[src/rtl/mc_ctrl_pkg.sv]
// rtl/mc_ctrl_pkg.sv - shared state encodings, opcode constants and ALU_OP codes for mc_ctrl_gen
package mc_ctrl_pkg;

    typedef enum logic [2:0] {
        ST_START0    = 3'd0,
        ST_START1    = 3'd1,
        ST_FETCH     = 3'd2,
        ST_DECODE    = 3'd3,
        ST_EXECUTE   = 3'd4,
        ST_MEM       = 3'd5,
        ST_WRITEBACK = 3'd6,
        ST_HALT      = 3'd7
    } state_t;

    // Opcodes are zero-extended to the instance's OPW by the users.
    localparam int unsigned OPC_NOOP = 0;
    localparam int unsigned OPC_LOD  = 1;
    localparam int unsigned OPC_STR  = 2;
    localparam int unsigned OPC_BRA  = 4;
    localparam int unsigned OPC_BRR  = 5;
    localparam int unsigned OPC_BNE  = 6;
    localparam int unsigned OPC_ALU  = 8;
    localparam int unsigned OPC_HLT  = 15;

    localparam logic [1:0] ALU_OP_REG  = 2'b00;
    localparam logic [1:0] ALU_OP_IMM  = 2'b01;
    localparam logic [1:0] ALU_OP_PASS = 2'b10;

endpackage

[src/rtl/mc_br_eval.sv]
// rtl/mc_br_eval.sv - combinational branch-taken and target-mode evaluation
module mc_br_eval
    import mc_ctrl_pkg::*;
#(
    parameter int OPW = 4,
    parameter int CCW = 4
) (
    input  logic [OPW-1:0] op,
    input  logic [CCW-1:0] mm,
    input  logic [CCW-1:0] stat,
    output logic           is_branch,
    output logic           taken,
    output logic           br_abs
);

    localparam logic [OPW-1:0] OP_BRA = OPW'(OPC_BRA);
    localparam logic [OPW-1:0] OP_BRR = OPW'(OPC_BRR);
    localparam logic [OPW-1:0] OP_BNE = OPW'(OPC_BNE);

    logic hit;

    assign hit = |(mm & stat);

    always_comb begin
        is_branch = 1'b0;
        taken     = 1'b0;
        br_abs    = 1'b0;
        if (op == OP_BRA) begin
            is_branch = 1'b1;
            taken     = (mm == '0) || hit;
            br_abs    = 1'b1;
        end else if (op == OP_BRR) begin
            is_branch = 1'b1;
            taken     = (mm == '0) || hit;
            br_abs    = 1'b0;
        end else if (op == OP_BNE) begin
            is_branch = 1'b1;
            taken     = !hit;
            br_abs    = 1'b1;
        end
    end

endmodule

[src/rtl/mc_ctrl_gen.sv]
// rtl/mc_ctrl_gen.sv - multi-cycle processor control FSM with memory handshake, timeout and HALT
module mc_ctrl_gen
    import mc_ctrl_pkg::*;
#(
    parameter int OPW         = 4,
    parameter int CCW         = 4,
    parameter int MEM_TIMEOUT = 15,
    parameter int IMM_MODE    = 8
) (
    input  logic           CLK,
    input  logic           RST_F,
    input  logic [OPW-1:0] OPCODE,
    input  logic [CCW-1:0] MM,
    input  logic [CCW-1:0] STAT,
    input  logic           MEM_RDY,
    output logic           RF_WE,
    output logic           WB_SEL,
    output logic           RD_SEL,
    output logic [1:0]     ALU_OP,
    output logic           PC_SEL,
    output logic           PC_WRITE,
    output logic           PC_RST,
    output logic           BR_SEL,
    output logic           IR_LD,
    output logic           MEM_RE,
    output logic           MEM_WE,
    output logic           HALTED,
    output logic           ERR,
    output logic [2:0]     STATE
);

    localparam int CNTW = (MEM_TIMEOUT < 2) ? 1 : $clog2(MEM_TIMEOUT + 1);
    localparam logic [CNTW-1:0] WAIT_LAST = CNTW'(MEM_TIMEOUT - 1);

    localparam logic [OPW-1:0] OP_LOD = OPW'(OPC_LOD);
    localparam logic [OPW-1:0] OP_STR = OPW'(OPC_STR);
    localparam logic [OPW-1:0] OP_BRA = OPW'(OPC_BRA);
    localparam logic [OPW-1:0] OP_BRR = OPW'(OPC_BRR);
    localparam logic [OPW-1:0] OP_BNE = OPW'(OPC_BNE);
    localparam logic [OPW-1:0] OP_ALU = OPW'(OPC_ALU);
    localparam logic [OPW-1:0] OP_HLT = OPW'(OPC_HLT);

    state_t          state;
    state_t          state_n;
    logic [OPW-1:0]  op_q;
    logic [CCW-1:0]  mm_q;
    logic [CNTW-1:0] wait_cnt;
    logic            err_q;

    logic q_alu, q_lod, q_str, q_imm;
    logic br_is, br_taken, br_abs;
    logic live_exec;
    logic mem_timeout;
    logic [1:0] alu_op_q;

    mc_br_eval #(
        .OPW (OPW),
        .CCW (CCW)
    ) u_br_eval (
        .op        (op_q),
        .mm        (mm_q),
        .stat      (STAT),
        .is_branch (br_is),
        .taken     (br_taken),
        .br_abs    (br_abs)
    );

    assign q_alu = (op_q == OP_ALU);
    assign q_lod = (op_q == OP_LOD);
    assign q_str = (op_q == OP_STR);
    assign q_imm = q_alu && (mm_q == CCW'(IMM_MODE));

    // Decoded on the live opcode because op_q only updates as DECODE is left.
    assign live_exec = (OPCODE == OP_LOD) || (OPCODE == OP_STR) || (OPCODE == OP_BRA) ||
                       (OPCODE == OP_BRR) || (OPCODE == OP_BNE) || (OPCODE == OP_ALU);

    assign mem_timeout = (state == ST_MEM) && (q_lod || q_str) && !MEM_RDY &&
                         (wait_cnt == WAIT_LAST);

    always_comb begin
        alu_op_q = ALU_OP_REG;
        if (q_imm || q_lod || q_str) begin
            alu_op_q = ALU_OP_IMM;
        end else if (br_is) begin
            alu_op_q = ALU_OP_PASS;
        end
    end

    always_ff @(posedge CLK or negedge RST_F) begin
        if (!RST_F) begin
            state    <= ST_START0;
            op_q     <= '0;
            mm_q     <= '0;
            wait_cnt <= '0;
            err_q    <= 1'b0;
        end else begin
            state <= state_n;
            if (state == ST_DECODE) begin
                op_q <= OPCODE;
                mm_q <= MM;
            end
            if (state != ST_MEM) begin
                wait_cnt <= '0;
            end else if ((q_lod || q_str) && !MEM_RDY && !mem_timeout) begin
                wait_cnt <= wait_cnt + 1'b1;
            end
            if (mem_timeout) begin
                err_q <= 1'b1;
            end
        end
    end

    always_comb begin
        state_n = state;
        unique case (state)
            ST_START0: state_n = ST_START1;
            ST_START1: state_n = ST_FETCH;
            ST_FETCH:  state_n = ST_DECODE;
            ST_DECODE: begin
                if (OPCODE == OP_HLT) begin
                    state_n = ST_HALT;
                end else if (live_exec) begin
                    state_n = ST_EXECUTE;
                end else begin
                    state_n = ST_FETCH;
                end
            end
            ST_EXECUTE: begin
                if (q_alu || q_lod || q_str) begin
                    state_n = ST_MEM;
                end else begin
                    state_n = ST_FETCH;
                end
            end
            ST_MEM: begin
                if (q_alu) begin
                    state_n = ST_WRITEBACK;
                end else if (MEM_RDY) begin
                    state_n = q_lod ? ST_WRITEBACK : ST_FETCH;
                end else if (mem_timeout) begin
                    state_n = ST_HALT;
                end
            end
            ST_WRITEBACK: state_n = ST_FETCH;
            ST_HALT:      state_n = ST_HALT;
            default:      state_n = ST_START0;
        endcase
    end

    always_comb begin
        RF_WE    = 1'b0;
        WB_SEL   = 1'b0;
        RD_SEL   = 1'b0;
        ALU_OP   = ALU_OP_REG;
        PC_SEL   = 1'b0;
        PC_WRITE = 1'b0;
        PC_RST   = 1'b0;
        BR_SEL   = 1'b0;
        IR_LD    = 1'b0;
        MEM_RE   = 1'b0;
        MEM_WE   = 1'b0;
        HALTED   = 1'b0;
        unique case (state)
            ST_START0, ST_START1: PC_RST = 1'b1;
            ST_FETCH: begin
                IR_LD    = 1'b1;
                PC_WRITE = 1'b1;
            end
            ST_EXECUTE: begin
                ALU_OP = alu_op_q;
                RD_SEL = q_imm;
                if (br_is) begin
                    BR_SEL   = br_abs;
                    PC_SEL   = br_taken;
                    PC_WRITE = br_taken;
                end
            end
            ST_MEM: begin
                ALU_OP = alu_op_q;
                RD_SEL = q_imm;
                MEM_RE = q_lod;
                MEM_WE = q_str;
            end
            ST_WRITEBACK: begin
                ALU_OP = alu_op_q;
                RD_SEL = q_imm;
                RF_WE  = q_alu || q_lod;
                WB_SEL = q_lod;
            end
            ST_HALT: HALTED = 1'b1;
            default: ;
        endcase
    end

    assign ERR   = err_q;
    assign STATE = state;

endmodule

[config.mk]
export PLATFORM = sky130hd
export DESIGN_NAME = mc_ctrl_gen
export DESIGN_NICKNAME = d
export VERILOG_FILES = /design/src/rtl/mc_ctrl_pkg.sv /design/src/rtl/mc_br_eval.sv /design/src/rtl/mc_ctrl_gen.sv
export SDC_FILE = /design/constraint.sdc
export NUM_CORES = 1
export LEC_CHECK = 0
export BUFFER_PORTS_ARGS = -buffer_cell sky130_fd_sc_hd__buf_4
export CAP_MARGIN = 20
export CORE_MARGIN = 1
export CORE_UTILIZATION = 46
export CTS_CLUSTER_DIAMETER = 50
export DETAILED_ROUTE_END_ITERATION = 6
export GPL_TIMING_DRIVEN = 0
export HOLD_SLACK_MARGIN = 0.12
export PLACE_DENSITY_LB_ADDON = 0.12
export SKIP_LAST_GASP = 1
export SYNTH_ARGS = -nofsm -noshare
export SYNTH_HDL_FRONTEND = slang
export SYNTH_SLANG_ARGS = --single-unit
[constraint.sdc]
create_clock -name CLK -period 1.5 [get_ports CLK]
set_input_delay 0.075 -clock CLK [delete_from_list [all_inputs] [get_ports CLK]]
set_output_delay 0.075 -clock CLK [all_outputs]
set_load 0.02 [all_outputs]
==> impl_metrics.ini, run 1 <==
[outcome]
status = finished with violations
failed_checks = setup timing

[cts]
cts.htree.levels = 1
numCtsBuffers = 3
clkLatencyLatePin_ns = 0.30
cts-root-buf = clkbuf_4
cts.path.max_buffers = 2
cts.reportedPaths.clkPinSlew_ns = 0.09
cts.sinks = 16
cts_tree = built

[critical_path]
crit_fanout = 4
crit_end = PC_WRITE
cp.required_ns = 1.42
cp.arrival_ns = 1.65
critPathCaptureType = output pin
start_kind = register
reg2regPathDepth = 7
path_class = register to output pin
cp-startpoint = mm_q[0]
r2r-start = op_q[3]
r2r-end = STATE[1]
reg2reg_slack_ns = -0.06

[detailed_routing]
vias = 1295
ant_nets = 0
viasPerCell = 5.940
drc = 0
first_pass_iters = 4
wl_per_cell_um = 18.55
routed_wl_um = 4044
first_iter_violations = 29

[timing]
clock.fmax_mhz = 578.9
final-setup-viol-count = 11
drv_slew = 0
min_period_over_period = 1.152
hold_slack_ns = 0.1361
min_period_ns = 1.727
worst_slew_pin_slew_ns = 0.4077
setup_slack_ns = -0.2273
rsz0062_at_grt = yes
slew_headroom = 0.7212
hold_violations = 0
clock_skew_ns = 0.01084

[layout]
post_route_cells_drive_above_1_share = 0.6053
fill_cells = 120
area_growth_pct = 70.15
diodes = 0
layout_common_cells = buf_4 (56), dfrtp_1 (9), nor2_1 (9), dlygate4sd3_1 (9), buf_6 (8)
fin_util = 0.8600
num-nets-final = 208
final_common_cell = buf_4
design_area_um2 = 1976

[flow_run]
maxCapViolCount = 0

[worst_hold_path]
hold_depth = 3
hold_path_class = input pin to register

[yosys]
synth_fa_ha_area_frac = 0.02155
synthMuxAreaShare = 0.06789
synth_area_um2 = 1161
synth_compound_area_frac = 0.1864
synth_edf_count = 0
ys_seq_area_frac = 0.3448
ys_seq_elements = 16
yosysWarnings = 0
syn_nets = 139
syn_area_per_cell_um2 = 9.517
synth-simple-area-share = 0.2489
synth_top_family_by_area = simple AND/OR/NAND/NOR gates
synth_cell_types = 46
async_reset_ff_frac = 1.000
ys.flop_type = dfrtp_1
postSynthCellCount = 122
synth_xor_area_frac = 0.05388

[pwr]
power_leakage_nw = 0.8503
total_power_mw = 3.687
p_per_area_nw_per_um2 = 1866
vdd.ir_drop.worst_mv = 1.590

[grt]
grt_pass1_wl_um = 5050
antenna_found_initial = 0
grt_pass1_vias = 1110
overflow = 0
groute.usage.overall = 0.2589
grt_max_degree = 17

[placement]
pre_cts_slack_ns = -0.04390
gp_congestion = 0.8547
portBuffers = 30
dpl.hpwl_um = 1966
dpl-instance-area_um2 = 1473

[floorplanning]
io_pins = 32
die-area_um2 = 2729
rows = 17
core-area_um2 = 2297
die_w_um = 52.24
die_h_um = 52.24
floorplan.initialDensity = 0.5054
==> worst max-delay path: stages (launching register included) <==
cell and delay [ns]:
dfrtp_2 0.46, a22o_1 0.24, o32a_1 0.35, o21bai_1 0.14, buf_4 0.16
==> routing by layer <==
layer | up-vias | part of all wire | global-route usage
li1 | 582 | - | -
met1 | 621 | 0.40 | 0.3466
met2 | 73 | 0.49 | 0.4231
met3 | 19 | 0.077 | 0.03478
met4 | 0 | 0.033 | 0.09649
met5 | - | 0 | 0
==> cell usage after synthesis (all sizes together) (2+ instances only) <==
cell type / number / share of area
dfrtp: 16 / 0.34
buf: 10 / 0.060
nor2: 9 / 0.029
nand2: 8 / 0.026
mux2: 7 / 0.068
nor3: 6 / 0.036
nor4: 6 / 0.032
inv: 5 / 0.016
o21ai: 5 / 0.022
nand2b: 4 / 0.022
nand3: 4 / 0.017
nor2b: 4 / 0.022
a21oi: 3 / 0.013
xor2: 3 / 0.039
a211oi: 2 / 0.017
a22o: 2 / 0.015
and3: 2 / 0.011
ha: 2 / 0.022
o211ai: 2 / 0.025
o31ai: 2 / 0.013
or2: 2 / 0.011
xnor2: 2 / 0.015
==> cells by family (layout without fill, tap and decap cells) <==
group,Yosys count,in the layout
adder cells (fa/ha/maj),2,2
flip-flops,16,16
buffers and inverters,15,83
AO/OA/AOI/OAI,27,27
AND/OR/NAND/NOR,50,50
multiplexers,7,7
XOR/XNOR,5,5
==> final cells by class <==
class / count / area, um2 / share of cell area
clock buffer: 4 / 36.28 / 0.01837
sequential: 16 / 409.1 / 0.2071
inverter: 5 / 18.77 / 0.009500
timing repair buffer: 67 / 549.3 / 0.2780
buffer: 7 / 71.32 / 0.03610
multi-input combinational: 91 / 855.8 / 0.4332
tap: 28 / 35.03 / 0.01773
==> worst min-delay path by stage <==
stage | start | to
2_1_floorplan | RST_F | ERR
3_3_place_gp | RST_F | STATE[2]
3_5_place_dp | RST_F | STATE[2]
4_1_cts | OPCODE[0] | op_q[0]
5_1_grt | OPCODE[0] | op_q[0]
6_report | OPCODE[0] | op_q[0]
==> power breakdown <==
part	switching (mW)	internal, mW	leakage [nW]
Combinational	1.26	1.29	0.643
Clock	0.152	0.148	0.0210
Sequential	0.238	0.599	0.186
Total	1.65	2.04	0.850
==> repair_timing <==
item,4_1_cts,5_1_grt
cloned,0,0
endpoints found under the hold margin,25,0
resized for setup,20,25
pin swaps,9,9
hold buffers,9,0
endpoints found under the setup margin,19,21
buffers inserted,20,9
==> through the flow <==
stage / instances / TNS [ns]
after floorplan: 122 / 0
after global placement: 180 / -0.06121
after detailed placement: 180 / -0.07948
after CTS: 211 / -0.7212
after global routing: 218 / -2.140
final: 218 / -1.209
==> state kept, by name (all words and copies together) (netlist names) <==
| name | flops |
|---|---|
| ERR | 1 |
| STATE | 3 |
| mm_q | 4 |
| op_q | 4 |
| wait_cnt | 4 |
(Power assumes the default switching activity.)
==> run 2: changes to the inputs <==
==> constraint.sdc (replaced) <==
create_clock -name CLK -period 1.5 [get_ports CLK]
set_input_delay 0.3 -clock CLK [delete_from_list [all_inputs] [get_ports CLK]]
set_output_delay 0.3 -clock CLK [all_outputs]
set_load 0.02 [all_outputs]
==> run 2 against run 1 <==
The flow still finishes with violations (setup timing). Critical path depth unchanged. Flip-flop and latch count unchanged. Clock power about the same. Power increased by 18%. Combinational power increased by 28%. Global-route usage increased by 4.5 points. Critical endpoint unchanged. Highest routed layer unchanged.
==> impl_metrics.ini, run 2 (same netlist as run 1, synthesis figures left out) <==
[detailed_routing]
first_iter_violations = 106
routed_wl_um = 5415
wl_per_cell_um = 24.50
drc = 0
viasPerCell = 6.484
vias = 1433
first_pass_iters = 5
ant_nets = 0

[outcome]
status = finished with violations
failed_checks = setup timing

[cts]
clkLatencyLatePin_ns = 0.30
cts.reportedPaths.clkPinSlew_ns = 0.10
cts.path.max_buffers = 2
cts_tree = built
cts.sinks = 16
cts.htree.levels = 1
numCtsBuffers = 3
cts-root-buf = clkbuf_4

[pwr]
vdd.ir_drop.worst_mv = 1.599
power_leakage_nw = 0.9352
total_power_mw = 4.356
p_per_area_nw_per_um2 = 2037

[timing]
min_period_over_period = 1.367
drv_slew = 0
clock_skew_ns = 0.003907
hold_violations = 0
clock.fmax_mhz = 487.6
tns_ns = -5.049
worst_slew_pin_slew_ns = 0.4943
slew_headroom = 0.6619
rsz0062_at_grt = yes
final-setup-viol-count = 30
min_period_ns = 2.051
setup_slack_ns = -0.5508

[critical_path]
crit_fanout = 4
r2r-end = STATE[1]
critPathCaptureType = output pin
path_class = register to output pin
cp.required_ns = 1.20
reg2regPathDepth = 6
start_kind = register
r2r-start = STATE[1]
cp-startpoint = mm_q[2]
reg2reg_slack_ns = -0.14
cp.arrival_ns = 1.75

[flow_run]
maxCapViolCount = 0

[placement]
dpl.hpwl_um = 2085
gp_congestion = 0.7839
portBuffers = 30

[worst_hold_path]
hold_depth = 2
whs_endpoint = mm_q[2]
hold_start = MM[2]
hold_path_class = input pin to register

[floorplanning]
rows = 17
die_h_um = 52.24
die_w_um = 52.24
io_pins = 32
core-area_um2 = 2297
die-area_um2 = 2729
floorplan.initialDensity = 0.5054

[layout]
post_route_cells_drive_above_1_share = 0.6995
area_growth_pct = 84.16
final_common_cell = buf_4
diodes = 0
layout_common_cells = buf_4 (48), buf_6 (25), dfrtp_1 (12)
num-nets-final = 211
fill_cells = 71
fin_util = 0.9308
largestRegisters = mm_q (4), op_q (4), wait_cnt (4)

[grt]
grt_pass1_vias = 1212
grt_pass1_wl_um = 5989
grt_max_degree = 17
groute.usage.overall = 0.3042
antenna_found_initial = 0
overflow = 0
## run 2: per-layer routing
metal  GRT usage  part of all wire  routed length (um)  up-vias
li1            -                 -                   -      587
met1      0.3549              0.36                1938      678
met2      0.5684              0.48                2607      121
met3     0.03768             0.090                 489       47
met4      0.1009             0.070                 381        0
met5           0                 0                   0        -
## run 2: area by class of cell
type | instances | area (um2) | area share
multi-input cells | 91 | 948.4 | 0.4435
clock buffers | 4 | 36.28 | 0.01697
flip-flops and latches | 16 | 405.4 | 0.1896
inverters | 5 | 21.27 | 0.009947
well taps | 28 | 35.03 | 0.01638
repair buffers | 70 | 613.1 | 0.2867
plain buffers | 7 | 78.83 | 0.03686
## run 2: critical path, cell delays in order, from the launching register on
cell,delay [ns]
dfrtp_1,0.45
a22o_1,0.28
o32a_1,0.45
o21bai_4,0.16
buf_6,0.13
## run 2: per-stage QoR
step / hold slack (ns) / cell area (um2) / setup slack (ns) / std cells
final: 0.2252 / 2138 / -0.5508 / 221
after global routing: 0.2193 / 2138 / -0.5771 / 221
after CTS: 0.2322 / 1947 / -0.4449 / 210
after detailed placement: 0.1685 / 1607 / -0.2173 / 180
after global placement: 0.1639 / 1607 / -0.1791 / 180
after floorplan: 0.004409 / 1346 / -0.06109 / 122
## run 2: timing repair
| action | CTS | global route |
|---|---|---|
| pin swaps | 15 | 11 |
| endpoints found under the setup margin | 16 | 22 |
| endpoints found under the hold margin | 16 | 0 |
| gates resized for setup | 28 | 31 |
| cloned | 0 | 1 |
| hold buffers | 1 | 0 |
| setup buffers | 27 | 14 |
## run 2: how the worst max path moves through the flow
stage / end / slack [ns] / depth (start not counted)
after global routing: PC_WRITE / -0.58 / 6
after detailed placement: PC_WRITE / -0.22 / 6
after CTS: PC_WRITE / -0.44 / 5
final: PC_WRITE / -0.55 / 4
after global placement: PC_WRITE / -0.18 / 6
after floorplan: ALU_OP[0] / -0.06 / 5
## run 2: power breakdown
| group | total [mW] | internal (mW) | switching [mW] |
|---|---|---|---|
| clock | 0.297 | 0.148 | 0.149 |
| sequential | 0.804 | 0.590 | 0.214 |
| combinational | 3.26 | 1.61 | 1.65 |
==> run 3: changes to the inputs <==
--- a/config.mk
+++ b/config.mk
@@ -6,7 +6,6 @@
 export NUM_CORES = 1
 export LEC_CHECK = 0
 export BUFFER_PORTS_ARGS = -buffer_cell sky130_fd_sc_hd__buf_4
-export CAP_MARGIN = 20
 export CORE_MARGIN = 1
 export CORE_UTILIZATION = 46
 export CTS_CLUSTER_DIAMETER = 50
==> constraint.sdc (replaced) <==
create_clock -name CLK -period 1.7 [get_ports CLK]
set_input_delay 0.34 -clock CLK [delete_from_list [all_inputs] [get_ports CLK]]
set_output_delay 0.34 -clock CLK [all_outputs]
set_load 0.02 [all_outputs]
==> run 3 against run 2 <==
Largest power group unchanged. Largest cell class unchanged. Critical path type unchanged. Setup slack better by 0.24 ns. First-iteration DRC count is 66% lower. Combinational power down 32%. Flip-flop and latch count unchanged. Highest routed layer unchanged. The flow still finishes with violations (setup timing).
==> impl_metrics.ini, run 3 (same netlist as run 1, synthesis figures left out) <==
[outcome]
status = finished with violations
failed_checks = setup timing

[cts]
numCtsBuffers = 3
cts.reportedPaths.clkPinSlew_ns = 0.10
cts.sinks = 16
cts.htree.levels = 1
cts_tree = built
cts-root-buf = clkbuf_4
cts.path.max_buffers = 2
clkLatencyLatePin_ns = 0.30

[critical_path]
reg2reg_slack_ns = -0.01
start_kind = register
r2r-start = op_q[3]
path_class = register to output pin
cp.arrival_ns = 1.67
critPathCaptureType = output pin
r2r-end = STATE[1]
crit_fanout = 5
reg2regPathDepth = 7
cp.required_ns = 1.36

[layout]
final_common_cell = buf_4
area_growth_pct = 59.81
num-nets-final = 196
diodes = 0
design_area_um2 = 1856
fin_util = 0.8077
fin_cells = 206
largestRegisters = mm_q (4), op_q (4), wait_cnt (4)
layout_common_cells = buf_4 (47), dfrtp_1 (16), buf_6 (12)
post_route_cells_drive_above_1_share = 0.5787

[flow_run]
maxCapViolCount = 0

[grt]
groute.usage.overall = 0.2754
grt_pass1_vias = 1232
overflow = 0
grt_max_degree = 17
antenna_found_initial = 0
grt_pass1_wl_um = 5478

[detailed_routing]
wl_per_cell_um = 17.76
ant_nets = 0
first_pass_iters = 4
routed_wl_um = 3659
vias = 1200
first_iter_violations = 36
viasPerCell = 5.825
drc = 0

[placement]
dpl-instance-area_um2 = 1481
dpl.hpwl_um = 2026
gp_congestion = 0.8110
portBuffers = 30
placed_cells = 180

[worst_hold_path]
hold_depth = 2
whs_endpoint = mm_q[2]
hold_path_class = input pin to register
hold_start = MM[2]

[pwr]
p_per_area_nw_per_um2 = 1676
vdd.ir_drop.worst_mv = 1.242
power_leakage_nw = 0.8251

[timing]
final-setup-viol-count = 11
worst_slew_pin_slew_ns = 0.4366
rsz0062_at_grt = yes
hold_violations = 0
clock_skew_ns = 0.007843
setup_slack_ns = -0.3138
slew_headroom = 0.7014
min_period_over_period = 1.185
min_period_ns = 2.014
clock.fmax_mhz = 496.6
drv_slew = 0

[floorplanning]
core-area_um2 = 2297
die_w_um = 52.24
floorplan.initialDensity = 0.5054
die_h_um = 52.24
rows = 17
die-area_um2 = 2729
io_pins = 32
## run 3: power breakdown
part / total [mW] / switching (mW) / internal (mW) / leakage (nW)
registers: 0.628 / 0.115 / 0.512 / 0.193
logic: 2.22 / 1.15 / 1.07 / 0.611
clock network: 0.265 / 0.134 / 0.131 / 0.0210
## run 3: metal layers
| layer | vias up | part of all wire | track usage |
|---|---|---|---|
| li1 | 559 | - | - |
| met1 | 579 | 0.39 | 0.2978 |
| met2 | 53 | 0.55 | 0.4915 |
| met3 | 9 | 0.040 | 0.04928 |
| met4 | 0 | 0.023 | 0.1711 |
| met5 | - | 0 | 0 |
## run 3: worst max path at each step
stage	slack [ns]	start	depth (start not counted)	to
floorplan	-0.08	STATE[1]	4	MEM_RE
global placement	-0.11	op_q[3]	6	ALU_OP[0]
detailed placement	-0.15	op_q[3]	6	ALU_OP[0]
CTS	-0.28	mm_q[0]	4	PC_WRITE
global route	-0.37	mm_q[2]	5	PC_SEL
finish	-0.31	op_q[3]	7	RF_WE
## run 3: what timing repair did
action | 4_1_cts | 5_1_grt
pin swaps | 9 | 10
setup endpoints to repair | 10 | 13
endpoints found under the hold margin | 16 | 0
buffers inserted | 17 | 5
hold buffers | 1 | 0
gates resized for setup | 31 | 14
## run 3: final cells by class
type / count / area, um2
tap: 28 / 35.03
clock buffer: 4 / 36.28
buffer: 9 / 87.58
timing repair buffer: 53 / 430.4
multi-input combinational: 91 / 847.1
sequential: 16 / 400.4
inverter: 5 / 18.77
fill: 144 / 441.7
## run 3: stage by stage
step / setup WS (ns) / hold slack [ns] / power [mW] / TNS [ns]
floorplan: -0.07760 / 0.04441 / 1.746 / -0.09152
global placement: -0.1120 / 0.2102 / 2.072 / -0.1624
detailed placement: -0.1488 / 0.2123 / 2.099 / -0.2273
CTS: -0.2768 / 0.2450 / 2.858 / -1.569
global route: -0.3664 / 0.2464 / 3.251 / -2.615
finish: -0.3138 / 0.2467 / 3.111 / -1.999
## run 3: critical path: stages, from the launching register on
cell	delay [ns]
dfrtp_1	0.41
buf_6	0.14
and2b_2	0.22
buf_6	0.13
buf_6	0.12
o21ai_4	0.17
nor2_2	0.07
buf_6	0.13
